$ cat src/rtl/riscv_pkg.sv
// Shared core definitions: datapath width and the fetch buffer entry layout.
package riscv_pkg;

    localparam int unsigned XLEN              = 32;
    localparam int unsigned IFETCH_WORD_BYTES = 4;

    typedef struct packed {
        logic [XLEN-1:0] instr;
        logic [XLEN-1:0] pc;
    } fetch_entry_t;

endpackage

$ cat src/rtl/ifetch_fifo.sv
// Synchronous FIFO of fetch entries with a synchronous clear; head is read from registered storage.
module ifetch_fifo
    import riscv_pkg::*;
#(
    parameter int unsigned DEPTH = 2
) (
    input  logic                         clk,
    input  logic                         reset_n,
    input  logic                         push,
    input  logic                         pop,
    input  logic                         clear,
    input  fetch_entry_t                 wdata,
    output fetch_entry_t                 rdata,
    output logic                         full,
    output logic                         empty,
    output logic [$clog2(DEPTH+1)-1:0]   count
);

    localparam int unsigned PTR_W = $clog2(DEPTH);
    localparam int unsigned CNT_W = $clog2(DEPTH + 1);

    fetch_entry_t     mem_q [DEPTH];
    logic [PTR_W-1:0] rd_ptr_q;
    logic [PTR_W-1:0] wr_ptr_q;
    logic [CNT_W-1:0] cnt_q;
    logic             pop_ok;

    // Status flags and head view.
    always_comb begin
        full   = (cnt_q == CNT_W'(DEPTH));
        empty  = (cnt_q == '0);
        pop_ok = pop & ~empty;
        count  = cnt_q;
        rdata  = mem_q[rd_ptr_q];
    end

    // Storage, pointers and occupancy; clear wins over push/pop.
    always_ff @(posedge clk or negedge reset_n) begin
        if (!reset_n) begin
            rd_ptr_q <= '0;
            wr_ptr_q <= '0;
            cnt_q    <= '0;
            for (int i = 0; i < int'(DEPTH); i++) begin
                mem_q[i] <= '0;
            end
        end else if (clear) begin
            rd_ptr_q <= '0;
            wr_ptr_q <= '0;
            cnt_q    <= '0;
        end else begin
            if (push) begin
                mem_q[wr_ptr_q] <= wdata;
                wr_ptr_q        <= wr_ptr_q + PTR_W'(1);
            end
            if (pop_ok) begin
                rd_ptr_q <= rd_ptr_q + PTR_W'(1);
            end
            cnt_q <= cnt_q + CNT_W'(push) - CNT_W'(pop_ok);
        end
    end

    // The credit scheme upstream must never push into a full buffer without a pop.
    a_no_overflow: assert property (@(posedge clk) disable iff (!reset_n)
        !(push && full && !pop && !clear));

endmodule

$ cat src/rtl/ifetch.sv
// Instruction fetch: owns the fetch PC, issues credited word reads, buffers responses for decode
// and squashes in-flight reads on a redirect.
module ifetch
    import riscv_pkg::*;
#(
    parameter logic [XLEN-1:0] RESET_PC        = '0,
    parameter int unsigned     FIFO_DEPTH      = 2,
    parameter int unsigned     MAX_OUTSTANDING = 2
) (
    input  logic            clk,
    input  logic            reset_n,
    output logic            imem_req_v_o,
    output logic [XLEN-1:0] imem_adr_o,
    input  logic            imem_gnt_i,
    input  logic            imem_rsp_v_i,
    input  logic [XLEN-1:0] imem_rsp_data_i,
    input  logic            dec_ready_i,
    output logic            instr_v_q_o,
    output logic [XLEN-1:0] instr_q_o,
    output logic [XLEN-1:0] pc0_q_o,
    input  logic            flush_v_q_i,
    input  logic [XLEN-1:0] flush_pc_q_i,
    output logic            flush_v_q_dly1_o
);

    localparam int unsigned     OUT_W = $clog2(MAX_OUTSTANDING + 1);
    localparam int unsigned     CNT_W = $clog2(FIFO_DEPTH + 1);
    localparam logic [XLEN-1:0] STEP  = XLEN'(IFETCH_WORD_BYTES);

    logic             run_q;
    logic [XLEN-1:0]  fetch_pc_q, fetch_pc_nxt;
    logic [XLEN-1:0]  rsp_pc_q, rsp_pc_nxt;
    logic [OUT_W-1:0] out_cnt_q, out_cnt_nxt;
    logic [OUT_W-1:0] drop_cnt_q, drop_cnt_nxt;
    logic             flush_dly_q;
    logic [XLEN-1:0]  flush_tgt;
    logic             req_fire;
    logic             rsp_keep;
    logic             fifo_pop;
    logic             fifo_full;
    logic             fifo_empty;
    logic [CNT_W-1:0] fifo_cnt;
    fetch_entry_t     fifo_wdata;
    fetch_entry_t     fifo_head;
    logic             unused_bits;

    assign unused_bits = ^{flush_pc_q_i[1:0], fifo_full};

    // Credit check, response filtering and next-state of the PC/counter registers.
    always_comb begin
        flush_tgt    = {flush_pc_q_i[XLEN-1:2], 2'b00};
        imem_req_v_o = run_q & ~flush_v_q_i
                     & (out_cnt_q < OUT_W'(MAX_OUTSTANDING))
                     & ((32'(fifo_cnt) + 32'(out_cnt_q)) < 32'(FIFO_DEPTH));
        imem_adr_o   = fetch_pc_q;
        req_fire     = imem_req_v_o & imem_gnt_i;
        instr_v_q_o  = ~fifo_empty & ~flush_v_q_i & ~flush_dly_q;
        fifo_pop     = instr_v_q_o & dec_ready_i;
        rsp_keep     = imem_rsp_v_i & ~flush_v_q_i & (drop_cnt_q == '0);
        fifo_wdata   = '{instr: imem_rsp_data_i, pc: rsp_pc_q};
        out_cnt_nxt  = out_cnt_q + OUT_W'(req_fire) - OUT_W'(imem_rsp_v_i);

        fetch_pc_nxt = fetch_pc_q;
        rsp_pc_nxt   = rsp_pc_q;
        drop_cnt_nxt = drop_cnt_q;

        if (req_fire) begin
            fetch_pc_nxt = fetch_pc_q + STEP;
        end
        if (rsp_keep) begin
            rsp_pc_nxt = rsp_pc_q + STEP;
        end
        if (imem_rsp_v_i && (drop_cnt_q != '0)) begin
            drop_cnt_nxt = drop_cnt_q - OUT_W'(1);
        end
        // Redirect: everything still in flight after this cycle belongs to the old path.
        if (flush_v_q_i) begin
            fetch_pc_nxt = flush_tgt;
            rsp_pc_nxt   = flush_tgt;
            drop_cnt_nxt = out_cnt_nxt;
        end
    end

    // Fetch-side state registers.
    always_ff @(posedge clk or negedge reset_n) begin
        if (!reset_n) begin
            run_q       <= 1'b0;
            fetch_pc_q  <= RESET_PC;
            rsp_pc_q    <= RESET_PC;
            out_cnt_q   <= '0;
            drop_cnt_q  <= '0;
            flush_dly_q <= 1'b0;
        end else begin
            run_q       <= 1'b1;
            fetch_pc_q  <= fetch_pc_nxt;
            rsp_pc_q    <= rsp_pc_nxt;
            out_cnt_q   <= out_cnt_nxt;
            drop_cnt_q  <= drop_cnt_nxt;
            flush_dly_q <= flush_v_q_i;
        end
    end

    // Instruction buffer toward decode.
    ifetch_fifo #(
        .DEPTH (FIFO_DEPTH)
    ) u_fifo (
        .clk     (clk),
        .reset_n (reset_n),
        .push    (rsp_keep),
        .pop     (fifo_pop),
        .clear   (flush_v_q_i),
        .wdata   (fifo_wdata),
        .rdata   (fifo_head),
        .full    (fifo_full),
        .empty   (fifo_empty),
        .count   (fifo_cnt)
    );

    // Decode-facing views of buffered state.
    always_comb begin
        instr_q_o        = fifo_head.instr;
        pc0_q_o          = fifo_head.pc;
        flush_v_q_dly1_o = flush_dly_q;
    end

endmodule

$ cat config.mk
export PLATFORM = sky130hd
export DESIGN_NAME = ifetch
export DESIGN_NICKNAME = d
export VERILOG_FILES = /design/src/rtl/riscv_pkg.sv /design/src/rtl/ifetch_fifo.sv /design/src/rtl/ifetch.sv
export SDC_FILE = /design/constraint.sdc
export NUM_CORES = 1
export LEC_CHECK = 0
export CORE_MARGIN = 2
export CORE_UTILIZATION = 55
export CTS_BUF_LIST = sky130_fd_sc_hd__clkbuf_4 sky130_fd_sc_hd__clkbuf_8 sky130_fd_sc_hd__clkbuf_16
export DETAILED_ROUTE_END_ITERATION = 7
export HOLD_SLACK_MARGIN = 0.08
export MAX_ROUTING_LAYER = met4
export PLACE_DENSITY = 0.83
export SLEW_MARGIN = 20
export SYNTH_ARGS = -nofsm -noshare
export SYNTH_HDL_FRONTEND = slang
export SYNTH_SLANG_ARGS = --single-unit
$ cat constraint.sdc
create_clock -name clk -period 5.6 [get_ports clk]
set_input_delay 1.4 -clock clk [delete_from_list [all_inputs] [get_ports clk]]
set_output_delay 1.4 -clock clk [all_outputs]
set_load 0.005 [all_outputs]
# Word level (Yosys, flattened, before mapping)
# Index checks and enable logic that the tools add are counted.
# word_totals
in_bits	70
reg_bits	202
output_inout_bits	99
# classes
bitwise	15
mux	17
add_sub_neg	10
reduce_logical	10
magnitude_cmp	5
# op_table
cell	count
64-bit two-way mux	4
128-bit bitwise mux	1
32-bit two-way mux	4
32-bit by 3-bit adder with 32-bit output, second input constant	2
64-bit demux with 1-bit select	1
1-bit bitwise AND	10
2-bit nonzero test	5
2-bit two-way mux	3
2-bit by 1-bit adder with 2-bit output	2
2-bit greater-or-equal comparator, second input constant	2
2-bit logical NOT	2
1-bit two-way mux	4
1-bit inverter with 2-bit output	2
2-bit by 1-bit subtractor with 2-bit output	2
2-bit by 2-bit adder with 3-bit output	1
3-bit by 2-bit less-than comparator with 1-bit output, second input constant	1
1-bit inverter	3
1-bit adder, second input constant	2
1-bit logical AND	2
2-bit by 1-bit less-than comparator with 1-bit output, second input constant	1
2-bit less-than comparator, second input constant	1
2-bit AND reduction	1
2-bit by 1-bit subtractor with 2-bit output, second input constant	1

# Depth between registers and ports, before layout
# depth
ltp_word	8
depth_mapped	14

# Cells and area by module
# A second synthesis with hierarchy kept.
# hier_totals
hier_cells	767
area_unflattened_um2	9879.5
# modules_own_cells
mod	seq_area_each_um2	n_inst	area_each_um2	cells_each
ifetch_fifo	3303.2	1	6077.1	362
ifetch	1651.6	1	3802.4	405

# Least setup slack after synthesis
# OpenSTA, ideal clock, no wires.
# synth_path
kind	input-to-output
start	in flush_v_q_i
end	out imem_req_v_o
n_path_buf	0
t_required_ns	4.200
setup_slack_ns	2.099
stages	2
arrival_time_ns	2.101
cell_sequence	or4b_4 nor2_1
# synth_via
elab_chain_len	4
# synth_lines
item	line	text
from (decl)	ifetch.sv:21	input logic flush_v_q_i,
1-bit inverter (no line)	-	
1-bit bitwise AND	ifetch.sv:52	imem_req_v_o = run_q & ~flush_v_q_i
1-bit bitwise AND	ifetch.sv:53	& (out_cnt_q < OUT_W'(MAX_OUTSTANDING))
1-bit bitwise AND	ifetch.sv:54	& ((32'(fifo_cnt) + 32'(out_cnt_q)) < 32'(FIFO_DEPTH));
to (decl)	ifetch.sv:12	output logic imem_req_v_o,
# Every way passes these cells.

# Worst setup path after layout
# Same ends and word-level chain as after synthesis.

==> metrics <==
cell depth of the worst hold path=2; design area=0.0115 mm^2; count leader, synth=dfrtp_1; routed vias/inst=5.82; Fin Clk Skew=9.94 ps; Die H=133 um; I/O Pins=169; Tightest Hold Check Type=reg2reg; non-filler instance count after layout=1138; crit path max-delay cell type=or4b_4; Routed wire per std cell=18.6 um; gpl congestion=0.878; Synth top area share=53.1%; asr flop ratio synth=100%; Largest stage delay, worst path=600 ps; die extent in x=133 um; WP data required=4200 ps; Seq/Total Area, Yosys=53.1%; first-pass GRT wire length=34500 um; Clock Pin Slew Worst Setup and Hold Paths=70 ps; max-cap violation count=0; Yosys top cell by area=dfrtp_1; Setup TNS Final=0 ps; Worst VDD drop=231 uV; I/O Buffers=162; worst path cell trace=buf_2 -> or4b_4 -> nor2_1 -> clkdlybuf4s50_1; Core ar.=0.0164 mm^2; Syn Inst Count=751; largest fanout on the critical path=4; Slew Viols, Final=0; Fillers=1173; CP Capture Type=output port; DRC Markers=0; most instantiated cells after synthesis=194 x dfrtp_1, 186 x mux2_2, 60 x nand2_1; Final Setup Violations=0; Worst Hold Launch=u_fifo.mem_q[5]; # H-tree levels=4; Starting DRT DRC Count=419; largest net degree at the start of global routing=103; initial antenna violation count=0; R2R Setup Slk=2260 ps; Worst Setup Path Type=in2out; r2r worst-path depth=12; CP top delay family=simple AND/OR/NAND/NOR gates; cells taking the most area after synthesis=dfrtp_1 53%, mux2_2 23%, xor2_1 2.9%, nand2_1 2.5%, o21ai_0 2.1%; share of cells above drive strength 1=26.0%; Area Overhead vs Synth=26.2%; vias in the first global route=6560; DP Area=0.0110 mm^2; row count=47; Leakage=0.00488 uW; Synth cell types=44; Yosys reg bits=194; Skew-Pair Late Insertion Delay=430 ps; CTS tree=built; Post-synth EDFFs=0; post-CTS resize count=0; DP Wirelength=14200 um; Final Hold Viols=0; hold path endpoint=u_fifo.mem_q[5]; Worst slew margin=29.2%; GRT overflow=0; clock sink count=194; status=completed; CTS Hold Bufs=0; Synth Warn #=0; Inst Count DP=1107; ANT nets after route=0; r2r startpoint=u_fifo.count[0]; Hold Slack=486 ps; FF-to-FF End=drop_cnt_q[1]; DR vias=6624; wirelength, routed=21200 um; drt first pass iters=6; initial core utilization=55.8%; unrepaired setup endpoints after global routing=false; Mapped Area=0.00915 mm^2; Synth Flop Type=dfrtp_1; total power=5000 uW; setup bufs post-CTS=0; clock buffer count from CTS=17; die area=0.0177 mm^2; Period minus WS final=4200 ps; pwr/cell area=433 mW/mm^2; Tightest Pin Transition=1060 ps; Startpoint Class=input pin; maximum clock insertion buffer count=2; WP buf/inv=2; Clock Tree Root=clkbuf_16; Mapped Avg Cell Area=12.2 um^2; Final Cycle Share=75.0%; number of diodes=0; GRT Util Overall=25.4%; critical path arrival=2800 ps; Max Freq=238 MHz; final-stage net count=984
==> registers in the layout, summed over array words and instances (netlist names) <==
register	cells
u_fifo.mem_q	124
imem_adr_o	30
rsp_pc_q	30
drop_cnt_q	2
out_cnt_q	2
u_fifo.count	2
flush_v_q_dly1_o	1
run_q	1
u_fifo.rd_ptr_q	1
u_fifo.wr_ptr_q	1
==> worst min-delay path: cells and delay by family, from the launching register on <==
kind            cells  cell delay [ps]
flops               1              340
compound gates      1               60
simple gates        1               50
==> stage by stage <==
stage          util [%]  worst slack (ps)
6_report           70.4              1400
5_1_grt            70.4              1330
4_1_cts            70.4              1410
3_5_place_dp       66.8              1430
3_3_place_gp       66.8              1410
2_1_floorplan         -              2100
==> where the power goes <==
part           switching [uW]  internal [uW]  total [uW]  leakage [uW]
clock network             523            688        1210      0.000286
registers                 292           1900        2190       0.00242
logic                     529           1070        1590       0.00218
==> final cells by class <==
class	count	area, um^2	share of cell area [%]
Sequential cell	194	4860	42.1
Multi-Input combinational cell	508	4090	35.4
Timing Repair Buffer	171	1690	14.6
Clock buffer	20	460	3.99
Tap cell	220	275	2.38
Clock inverter	11	129	1.12
Inverter	14	52.6	0.455
==> placed cells by master, fill, tap and decap left out, types with 2 or more instances in the layout <==
cell	instances
inv_6	2
nor3_4	2
clkinv_4	3
bufinv_16	2
conb_1	5
inv_1	12
and3_1	11
o21ai_0	39
ha_1	7
xnor2_1	11
or4_1	3
a31oi_1	4
a21oi_1	6
nand3_1	26
buf_4	9
mux2_2	186
nand2b_1	2
clkdlybuf4s50_1	160
nor4_1	2
clkinvlp_4	2
nand4_1	30
nor3_1	4
and4_1	3
nand2_1	59
o311ai_0	8
o311ai_1	3
mux2i_1	2
xor2_1	30
and2_1	8
nor4_2	2
nand4b_1	2
clkinv_2	2
clkbuf_16	17
o211ai_1	19
dfrtp_1	193
clkbuf_8	3
nor2_1	23
inv_2	2
==> metal layers <==
metal / track usage, % / vias to the layer above / wire (um)
met2: 38.8 / 265 / 10000
met3: 5.06 / 42 / 1280
met4: 8.12 / 0 / 480
li1: - / 3027 / -
met1: 34.5 / 3290 / 9410
met5: - / - / 0
==> kinds of logic after synthesis <==
group | Yosys count | share of synthesized area [%]
flops | 194 | 53.1
fa+ha+maj | 8 | 1.18
xor+xnor | 41 | 3.92
compound gates | 83 | 5.67
other cells | 2 | 0.0821
buf+inv | 52 | 2.56
simple gates | 183 | 10.4
mux | 188 | 23.1
==> how the worst max path moves through the flow <==
stage	start	depth (start not counted)	end	slack, ps
CTS	flush_v_q_i	4	imem_req_v_o	1410
detailed placement	flush_v_q_i	4	imem_req_v_o	1430
global route	flush_v_q_i	4	instr_v_q_o	1330
finish	flush_v_q_i	4	imem_req_v_o	1400
floorplan	flush_v_q_i	2	imem_req_v_o	2100
global placement	flush_v_q_i	4	imem_req_v_o	1410
Note: power is estimated with default switching activity, not from simulation.
